[config.mk]
export PLATFORM = sky130hd
export DESIGN_NAME = booth_mult_seq_flat
export DESIGN_NICKNAME = d
export VERILOG_FILES = /design/src/rtl/booth_mult_seq_if.sv /design/src/rtl/booth_mult_seq.sv /design/src/flat_wrapper.sv
export SDC_FILE = /design/constraint.sdc
export NUM_CORES = 1
export LEC_CHECK = 0
export ABC_AREA = 1
export ABC_CLOCK_PERIOD_IN_PS = 5850
export CORE_MARGIN = 1
export CORE_UTILIZATION = 40
export CTS_CLUSTER_SIZE = 25
export DETAILED_ROUTE_END_ITERATION = 10
export GPL_TIMING_DRIVEN = 1
export HOLD_SLACK_MARGIN = 0.08
export SLEW_MARGIN = 20
export SYNTH_ARGS = -nofsm -noshare
export SYNTH_HDL_FRONTEND = slang
export SYNTH_SLANG_ARGS = --single-unit
[constraint.sdc]
create_clock -name clk -period 5.85 [get_ports clk]
set_clock_uncertainty 0.2 [all_clocks]
set_input_delay 1.4625 -clock clk [delete_from_list [all_inputs] [get_ports clk]]
set_output_delay 1.4625 -clock clk [all_outputs]
set_load 0.05 [all_outputs]
[src/rtl/booth_mult_seq_if.sv]
// Handshake and operand/result bus for the sequential Booth multiplier.
interface booth_mult_seq_if #(
    parameter int unsigned WIDTH = 8
);
    localparam int unsigned CW = $clog2(WIDTH + 2);

    logic               start;
    logic               signed_mode;
    logic [WIDTH-1:0]   multiplicand;
    logic [WIDTH-1:0]   multiplier;
    logic               busy;
    logic               done;
    logic [2*WIDTH-1:0] result;
    logic [CW-1:0]      count;

    // Requester side: issues operations and observes the product.
    modport master (
        output start, signed_mode, multiplicand, multiplier,
        input  busy, done, result, count
    );

    // Multiplier side.
    modport slave (
        input  start, signed_mode, multiplicand, multiplier,
        output busy, done, result, count
    );
endinterface

[src/rtl/booth_mult_seq.sv]
// Sequential Booth multiplier with start/busy/done handshake and signed/unsigned mode.
// Radix-2 by default; defining BOOTH_RADIX4_EN switches to radix-4 modified Booth
// recoding (two multiplier bits per iteration) with bit-identical results.
module booth_mult_seq #(
    parameter int unsigned WIDTH = 8
) (
    input  logic             clk,
    input  logic             reset,
    booth_mult_seq_if.slave  bus
);
    localparam int unsigned CW = $clog2(WIDTH + 2);

`ifdef BOOTH_RADIX4_EN
    // Operand width must be even so the 2-bit scan lines up with the sign bit.
    localparam int unsigned QW    = (((WIDTH + 2) % 2) == 0) ? (WIDTH + 2) : (WIDTH + 3);
    localparam int unsigned AW    = QW + 1;
    localparam int unsigned SH    = 2;
    localparam int unsigned ITERS = QW / 2;
`else
    localparam int unsigned QW    = WIDTH + 1;
    localparam int unsigned AW    = QW;
    localparam int unsigned SH    = 1;
    localparam int unsigned ITERS = WIDTH + 1;
`endif
    localparam int unsigned VW = AW + QW + 1;

    typedef enum logic [1:0] {
        S_IDLE = 2'd0,
        S_RUN  = 2'd1,
        S_DONE = 2'd2
    } state_e;

    state_e             state_q, state_d;
    logic [AW-1:0]      a_q, a_d;
    logic [QW-1:0]      q_q, q_d;
    logic [QW-1:0]      m_q, m_d;
    logic               q1_q, q1_d;
    logic [CW-1:0]      count_q, count_d;
    logic [2*WIDTH-1:0] result_q, result_d;
    logic               done_q, done_d;
    logic               busy_q, busy_d;

    logic [AW-1:0]        sum;
    logic signed [VW-1:0] vec;
    logic signed [VW-1:0] vec_sh;
    logic                 ext_m, ext_q;

    // One Booth iteration: recode, add/subtract into A, then arithmetic shift of {A,Q,Q_1}.
    always_comb begin
        sum = a_q;
`ifdef BOOTH_RADIX4_EN
        case ({q_q[1], q_q[0], q1_q})
            3'b001, 3'b010: sum = a_q + {m_q[QW-1], m_q};
            3'b011:         sum = a_q + {m_q, 1'b0};
            3'b100:         sum = a_q + ~{m_q, 1'b0} + AW'(1);
            3'b101, 3'b110: sum = a_q + ~{m_q[QW-1], m_q} + AW'(1);
            default:        sum = a_q;
        endcase
`else
        case ({q_q[0], q1_q})
            2'b01:   sum = a_q + m_q;
            2'b10:   sum = a_q + ~m_q + AW'(1);
            default: sum = a_q;
        endcase
`endif
        vec    = {sum, q_q, q1_q};
        vec_sh = vec >>> SH;
    end

    // Operand extension applied at the accepting edge.
    always_comb begin
        ext_m = bus.signed_mode & bus.multiplicand[WIDTH-1];
        ext_q = bus.signed_mode & bus.multiplier[WIDTH-1];
    end

    // Next-state and datapath control.
    always_comb begin
        state_d  = state_q;
        a_d      = a_q;
        q_d      = q_q;
        m_d      = m_q;
        q1_d     = q1_q;
        count_d  = count_q;
        result_d = result_q;
        done_d   = 1'b0;

        case (state_q)
            S_RUN: begin
                a_d     = vec_sh[VW-1 -: AW];
                q_d     = vec_sh[QW:1];
                q1_d    = vec_sh[0];
                count_d = count_q + CW'(1);
                if (count_q == CW'(ITERS - 1)) begin
                    result_d = vec_sh[2*WIDTH:1];
                    done_d   = 1'b1;
                    state_d  = S_DONE;
                end
            end
            default: begin
                if (bus.start) begin
                    m_d     = {{(QW-WIDTH){ext_m}}, bus.multiplicand};
                    q_d     = {{(QW-WIDTH){ext_q}}, bus.multiplier};
                    a_d     = '0;
                    q1_d    = 1'b0;
                    count_d = '0;
                    state_d = S_RUN;
                end else begin
                    state_d = S_IDLE;
                end
            end
        endcase

        busy_d = (state_d == S_RUN);
    end

    // State and datapath registers; synchronous reset aborts any operation.
    always_ff @(posedge clk) begin
        if (reset) begin
            state_q  <= S_IDLE;
            a_q      <= '0;
            q_q      <= '0;
            m_q      <= '0;
            q1_q     <= 1'b0;
            count_q  <= '0;
            result_q <= '0;
            done_q   <= 1'b0;
            busy_q   <= 1'b0;
        end else begin
            state_q  <= state_d;
            a_q      <= a_d;
            q_q      <= q_d;
            m_q      <= m_d;
            q1_q     <= q1_d;
            count_q  <= count_d;
            result_q <= result_d;
            done_q   <= done_d;
            busy_q   <= busy_d;
        end
    end

    assign bus.busy   = busy_q;
    assign bus.done   = done_q;
    assign bus.result = result_q;
    assign bus.count  = count_q;

endmodule
[src/flat_wrapper.sv]
// flat-port wrapper written by rule: the top's interface ports become plain ports
module booth_mult_seq_flat 
#(
    parameter int unsigned WIDTH = 8
)
  (clk, reset, bus_start, bus_signed_mode, bus_multiplicand, bus_multiplier, bus_busy, bus_done, bus_result, bus_count);
  booth_mult_seq_if #(.WIDTH(WIDTH)) bus_i ();
  input  logic clk;
  input  logic reset;
  input wire logic [$bits(bus_i.start)-1:0] bus_start;
  input wire logic [$bits(bus_i.signed_mode)-1:0] bus_signed_mode;
  input wire logic [$bits(bus_i.multiplicand)-1:0] bus_multiplicand;
  input wire logic [$bits(bus_i.multiplier)-1:0] bus_multiplier;
  output wire logic [$bits(bus_i.busy)-1:0] bus_busy;
  output wire logic [$bits(bus_i.done)-1:0] bus_done;
  output wire logic [$bits(bus_i.result)-1:0] bus_result;
  output wire logic [$bits(bus_i.count)-1:0] bus_count;
  assign bus_i.start = bus_start;
  assign bus_i.signed_mode = bus_signed_mode;
  assign bus_i.multiplicand = bus_multiplicand;
  assign bus_i.multiplier = bus_multiplier;
  assign bus_busy = bus_i.busy;
  assign bus_done = bus_i.done;
  assign bus_result = bus_i.result;
  assign bus_count = bus_i.count;
  booth_mult_seq #(.WIDTH(WIDTH)) u_core (.clk(clk), .reset(reset), .bus(bus_i));
endmodule
* Word-level counts from Yosys, hierarchy flattened *
Index checks and enable logic that the tools add are counted.

word-level totals
  register bits after elaboration = 52
  ROM bits = 0
  output and inout port bits = 22
  latch bits = 0
  RAM bits = 0
  logic and storage cells = 39
  memories = 0

operators by class
  bitwise operators = 4
  mux-type cells = 13
  equality and inequality tests = 5
  div/mod/pow operators = 0
  shift-type cells = 0
  magnitude comparators = 0
  multiply operators = 0
  reductions and logical operators = 4
  $add $sub $neg = 4

operators with widths
  cell                                                 number
  2-to-1 mux 9 bit                                     4
  adder 9 bit                                          2
  one-hot mux 9 bit (2 select lines)                   1
  adder 9 x 1 -> 9 bit, second input constant          1
  NOT 9 bit                                            1
  2-to-1 mux 4 bit                                     2
  equality test 2 x 1 -> 1 bit, second input constant  3
  adder 4 x 1 -> 4 bit, second input constant          1
  equality test 4 bit, second input constant           1
  2-to-1 mux 1 bit                                     4
  2-to-1 mux 2 bit                                     2
  AND reduction 2 bit                                  2
  AND 1 bit                                            2
  equality test 2 bit, second input constant           1
  nonzero test 2 bit                                   1
  OR reduction 2 bit                                   1
  NOT 1 bit                                            1

* Longest topological paths before layout *
  depth in word-level cells = 5
  mapped depth = 15

* Least setup slack after synthesis *
OpenSTA, ideal clock, no wires.

  path kind = input to register
  start = input reset
  end = register u_core.m_q[8]
  slack = 3.344 ns
  setup time = 0.121 ns
  required time = 5.529 ns
  arrival = 2.185 ns
  stages on the path = 5
  buffers on the path = 2
  cells stage by stage = buf_2 > clkinv_1 > buf_1 > nand3_1 > o21ai_0

RTL lines
  item                  RTL line               RTL
  from (decl)           flat_wrapper.sv:9      input logic reset;
  to (signal assigned)  booth_mult_seq.sv:132  m_q <= m_d;
  to (decl)             booth_mult_seq.sv:36   logic [QW-1:0] m_q, m_d;

==> flow_summary.yaml <==
timing:
  setup_tns_ns: 0
  rsz0062_at_grt: "false"
  fin_crit_ns: 3.60
  setup_violations: 0
  slew_headroom_pct: 48.7
  hold_violations: 0
  period_share_pct: 61.5
  maxSlewViolCount: 0
  tightest_slew_ns: 0.766
  fmax_mhz: 278
critical_path:
  cp_data_arrival_time_ns: 3.60
  startpoint_type: "input pin"
  crit_family: "buffers and inverters"
  critPathCaptureType: "register"
  crit_type: "input pin to register"
  r2r_end: "u_core.a_q[7]$_SDFFE_PP0P_"
  cp_data_required_time_ns: 5.85
  crit_chain: "clkdlybuf4s50_1 > clkinv_1 > nand2_1 > a21oi_1 > nand2_1 > inv_1"
  critPathMaxFanout: 19
  r2r_cells: 15
  startpoint: "reset"
  r2r_start: "u_core.a_q[0]$_SDFFE_PP0P_"
  crit_slowest_cell: "clkdlybuf4s50_1"
  cp-endpoint: "u_core.a_q[7]$_SDFFE_PP0P_"
  path_common_cell: "nand2_1"
  r2r_slack_ns: 3.64
  cpPeakStageDelay_ns: 0.92
  cp.depth: 6
  path_buf_inv: 3
global_routing:
  first_global_vias: 2546
  grt_max_degree: 20
  grt_util_all_layers_pct: 20.1
  antenna_found_initial: 0
  overflow: 0
  grt_pass1_wl_mm: 11.9
placed_design:
  dpl.hpwl_mm: 5.34
  placed_cells: 531
  gp_congestion: 0.867
  numPortBuffers: 41
clock_tree:
  ctsHoldBuffers: 0
  cts_tree: "done"
  cts_setup_buffers: 0
  numCtsBuffers: 5
  cts-root-buf: "clkbuf_8"
  clock-sinks: 51
  h-tree-depth: 2
  clk_pin_slew_worst_paths_ns: 0.09
  insertion_delay_ns: 0.30
  ctsResizeCount: 0
  clk_path_buf_depth: 2
routing:
  route.vias.total: 2608
  routed_via_density: 4.85
  drc: 0
  wl_met2_mm: 3.38
  totalWireLength_mm: 7.14
  wl_met1_mm: 3.46
  wl_met3_um: 268
  drt-pass1-iter-count: 4
  highest_layer: "met4"
  drt-initial-drc-count: 137
  wl_per_cell_um: 13.3
  postRouteAntennaNets: 0
logic_synthesis:
  synth_flop_cell: "dfxtp_1"
  synth_top_family_by_area: "simple AND/OR/NAND/NOR gates"
  synth-warning-count: 0
  syn_area_sq_mm: 0.00291
  muxShareOfSynthArea_pct: 0
  synth.avg_cell_area_sq_um: 7.14
  ys_types: 38
  ys_async_sr_fraction_pct: 0
  synthCells: 408
  synth_nets: 450
  ys_seq_elements: 51
  synth-edff-count: 0
  synth_compound_area_share_pct: 15.2
  synthSimpleGateAreaFrac_pct: 26.3
  synth_xor_area_share_pct: 0.301
  synth_adder_area_share_pct: 9.97
  ys_seq_area_share_pct: 35.1
die:
  die_y_um: 87.3
  coreArea_sq_mm: 0.00691
  rows: 30
  die_w_um: 87.3
  dieArea_sq_mm: 0.00763
  start_util_pct: 42.2
  io_pins: 42
min_path:
  hold_class: "register to register"
power:
  pwr_density_cell_mw_per_mm2: 216
  power_mw: 0.744
  p_leak_nw: 1.56
  ir_drop_mv: 0.166
run_status:
  status: "completed"
finish:
  drive_above_1_share_pct: 6.11
  fin_util_pct: 49.8
  num_antenna_cells: 0
  fin_nets: 484
  area_delta_synth_final_pct: 18.2
  final_cells: 538
  fillCellCount: 741
run:
  cap_violations: 0
==> layout make-up <==
class | instances | area, sq um | area share, %
clock inverter | 2 | 37.5 | 1.09
timing repair buffer | 41 | 410 | 11.9
clock buffer | 5 | 68.8 | 2.00
multi-input combinational | 270 | 1510 | 43.8
sequential | 51 | 1020 | 29.7
tap | 96 | 120 | 3.49
inverter | 73 | 277 | 8.03
==> stage by stage <==
| step | setup slack [ns] | cell area [sq um] | hold WS [ns] |
|---|---|---|---|
| floorplan | 3.34 | 2910 | 0.247 |
| global placement | 2.01 | 3340 | 0.239 |
| detailed placement | 1.94 | 3340 | 0.243 |
| CTS | 2.26 | 3440 | 0.260 |
| global route | 2.03 | 3440 | 0.283 |
| finish | 2.25 | 3440 | 0.255 |
==> synth_stat cells (2+ instances only) <==
master / n / area (sq um)
nand3_1: 41 / 205
o21ai_1: 6 / 30.0
nor2_4: 2 / 22.5
buf_6: 6 / 67.6
nor2_1: 17 / 63.8
o21ai_2: 4 / 35.0
o21ai_0: 21 / 105
inv_1: 67 / 251
buf_2: 5 / 25.0
a22oi_1: 6 / 45.0
ha_1: 20 / 250
fa_1: 2 / 40.0
o221ai_1: 3 / 26.3
a21oi_1: 25 / 125
nor2_2: 2 / 12.5
dfxtp_1: 51 / 1020
inv_2: 4 / 15.0
or2_2: 3 / 18.8
nand4_1: 2 / 12.5
o21a_1: 3 / 22.5
nor3_1: 2 / 10.0
nand2_1: 98 / 368
o22ai_1: 3 / 18.8
==> where the power goes <==
part | internal [mW] | leakage [nW] | total (mW) | switching, mW
Combinational | 0.0501 | 1.09 | 0.140 | 0.0896
Sequential | 0.359 | 0.415 | 0.366 | 0.00784
Clock | 0.125 | 0.0502 | 0.238 | 0.113
==> how the worst min path moves through the flow <==
stage	depth (start not counted)	slack (ns)	end	startpoint
floorplan	2	0.25	u_core.bus.result[0]$_SDFFE_PP0P_	u_core.q_q[1]$_SDFFE_PP0P_
global placement	2	0.24	u_core.bus.result[9]$_SDFFE_PP0P_	u_core.bus.result[9]$_SDFFE_PP0P_
detailed placement	2	0.24	u_core.bus.result[15]$_SDFFE_PP0P_	u_core.bus.result[15]$_SDFFE_PP0P_
CTS	2	0.26	u_core.bus.result[12]$_SDFFE_PP0P_	u_core.bus.result[12]$_SDFFE_PP0P_
global route	2	0.28	u_core.bus.result[15]$_SDFFE_PP0P_	u_core.bus.result[15]$_SDFFE_PP0P_
finish	2	0.26	u_core.bus.result[12]$_SDFFE_PP0P_	u_core.bus.result[12]$_SDFFE_PP0P_
==> registers in the layout, summed over array words and instances (netlist names) <==
register	cells
u_core.q_q	9
u_core.q1_q	1
u_core.m_q	9
u_core.bus.result	16
u_core.bus.busy	1
u_core.state_q	2
u_core.bus.done	1
u_core.bus.count	4
u_core.a_q	8
==> cell families after synthesis <==
family,count (synthesis)
and+or+nand+nor,172
buffers and inverters,87
AOI/OAI and AO/OA,75
DFF,51
adders and majority gates,22
xor gates and xnor gates,1
==> placed cells by master, fill, tap and decap left out <==
master           count
nand2_1             98
inv_1               67
dfxtp_1             51
nand3_1             41
clkdlybuf4s50_1     41
a21oi_1             25
o21ai_0             21
ha_1                20
nor2_1              17
o21ai_1              6
a22oi_1              6
clkbuf_8             5
inv_2                4
o21ai_2              4
o21a_1               3
o22ai_1              3
o221ai_1             3
or2_2                3
nor2_4               2
nor2_2               2
nor3_1               2
nand4_1              2
fa_1                 2
nand4_4              1
clkinv_1             1
a2bb2oi_1            1
inv_4                1
a21oi_2              1
nand2_2              1
xor2_1               1
or2_1                1
nand3b_1             1
nor4_2               1
a211oi_1             1
a22o_1               1
bufinv_16            1
clkinvlp_4           1
==> routing by layer <==
metal / vias to the layer above / track usage [%]
li1: 1370 / -
met1: 1190 / 27.1
met2: 46 / 34.0
met3: 2 / 2.94
met4: 0 / 4.47
met5: - / 0
==> tightest hold or removal path: cells and delay by family, from the launching register on <==
kind | cells | cell delay [ns]
flip-flops | 1 | 0.32
AND/OR/NAND/NOR | 2 | 0.10
Power figures use the tool's default switching activity.
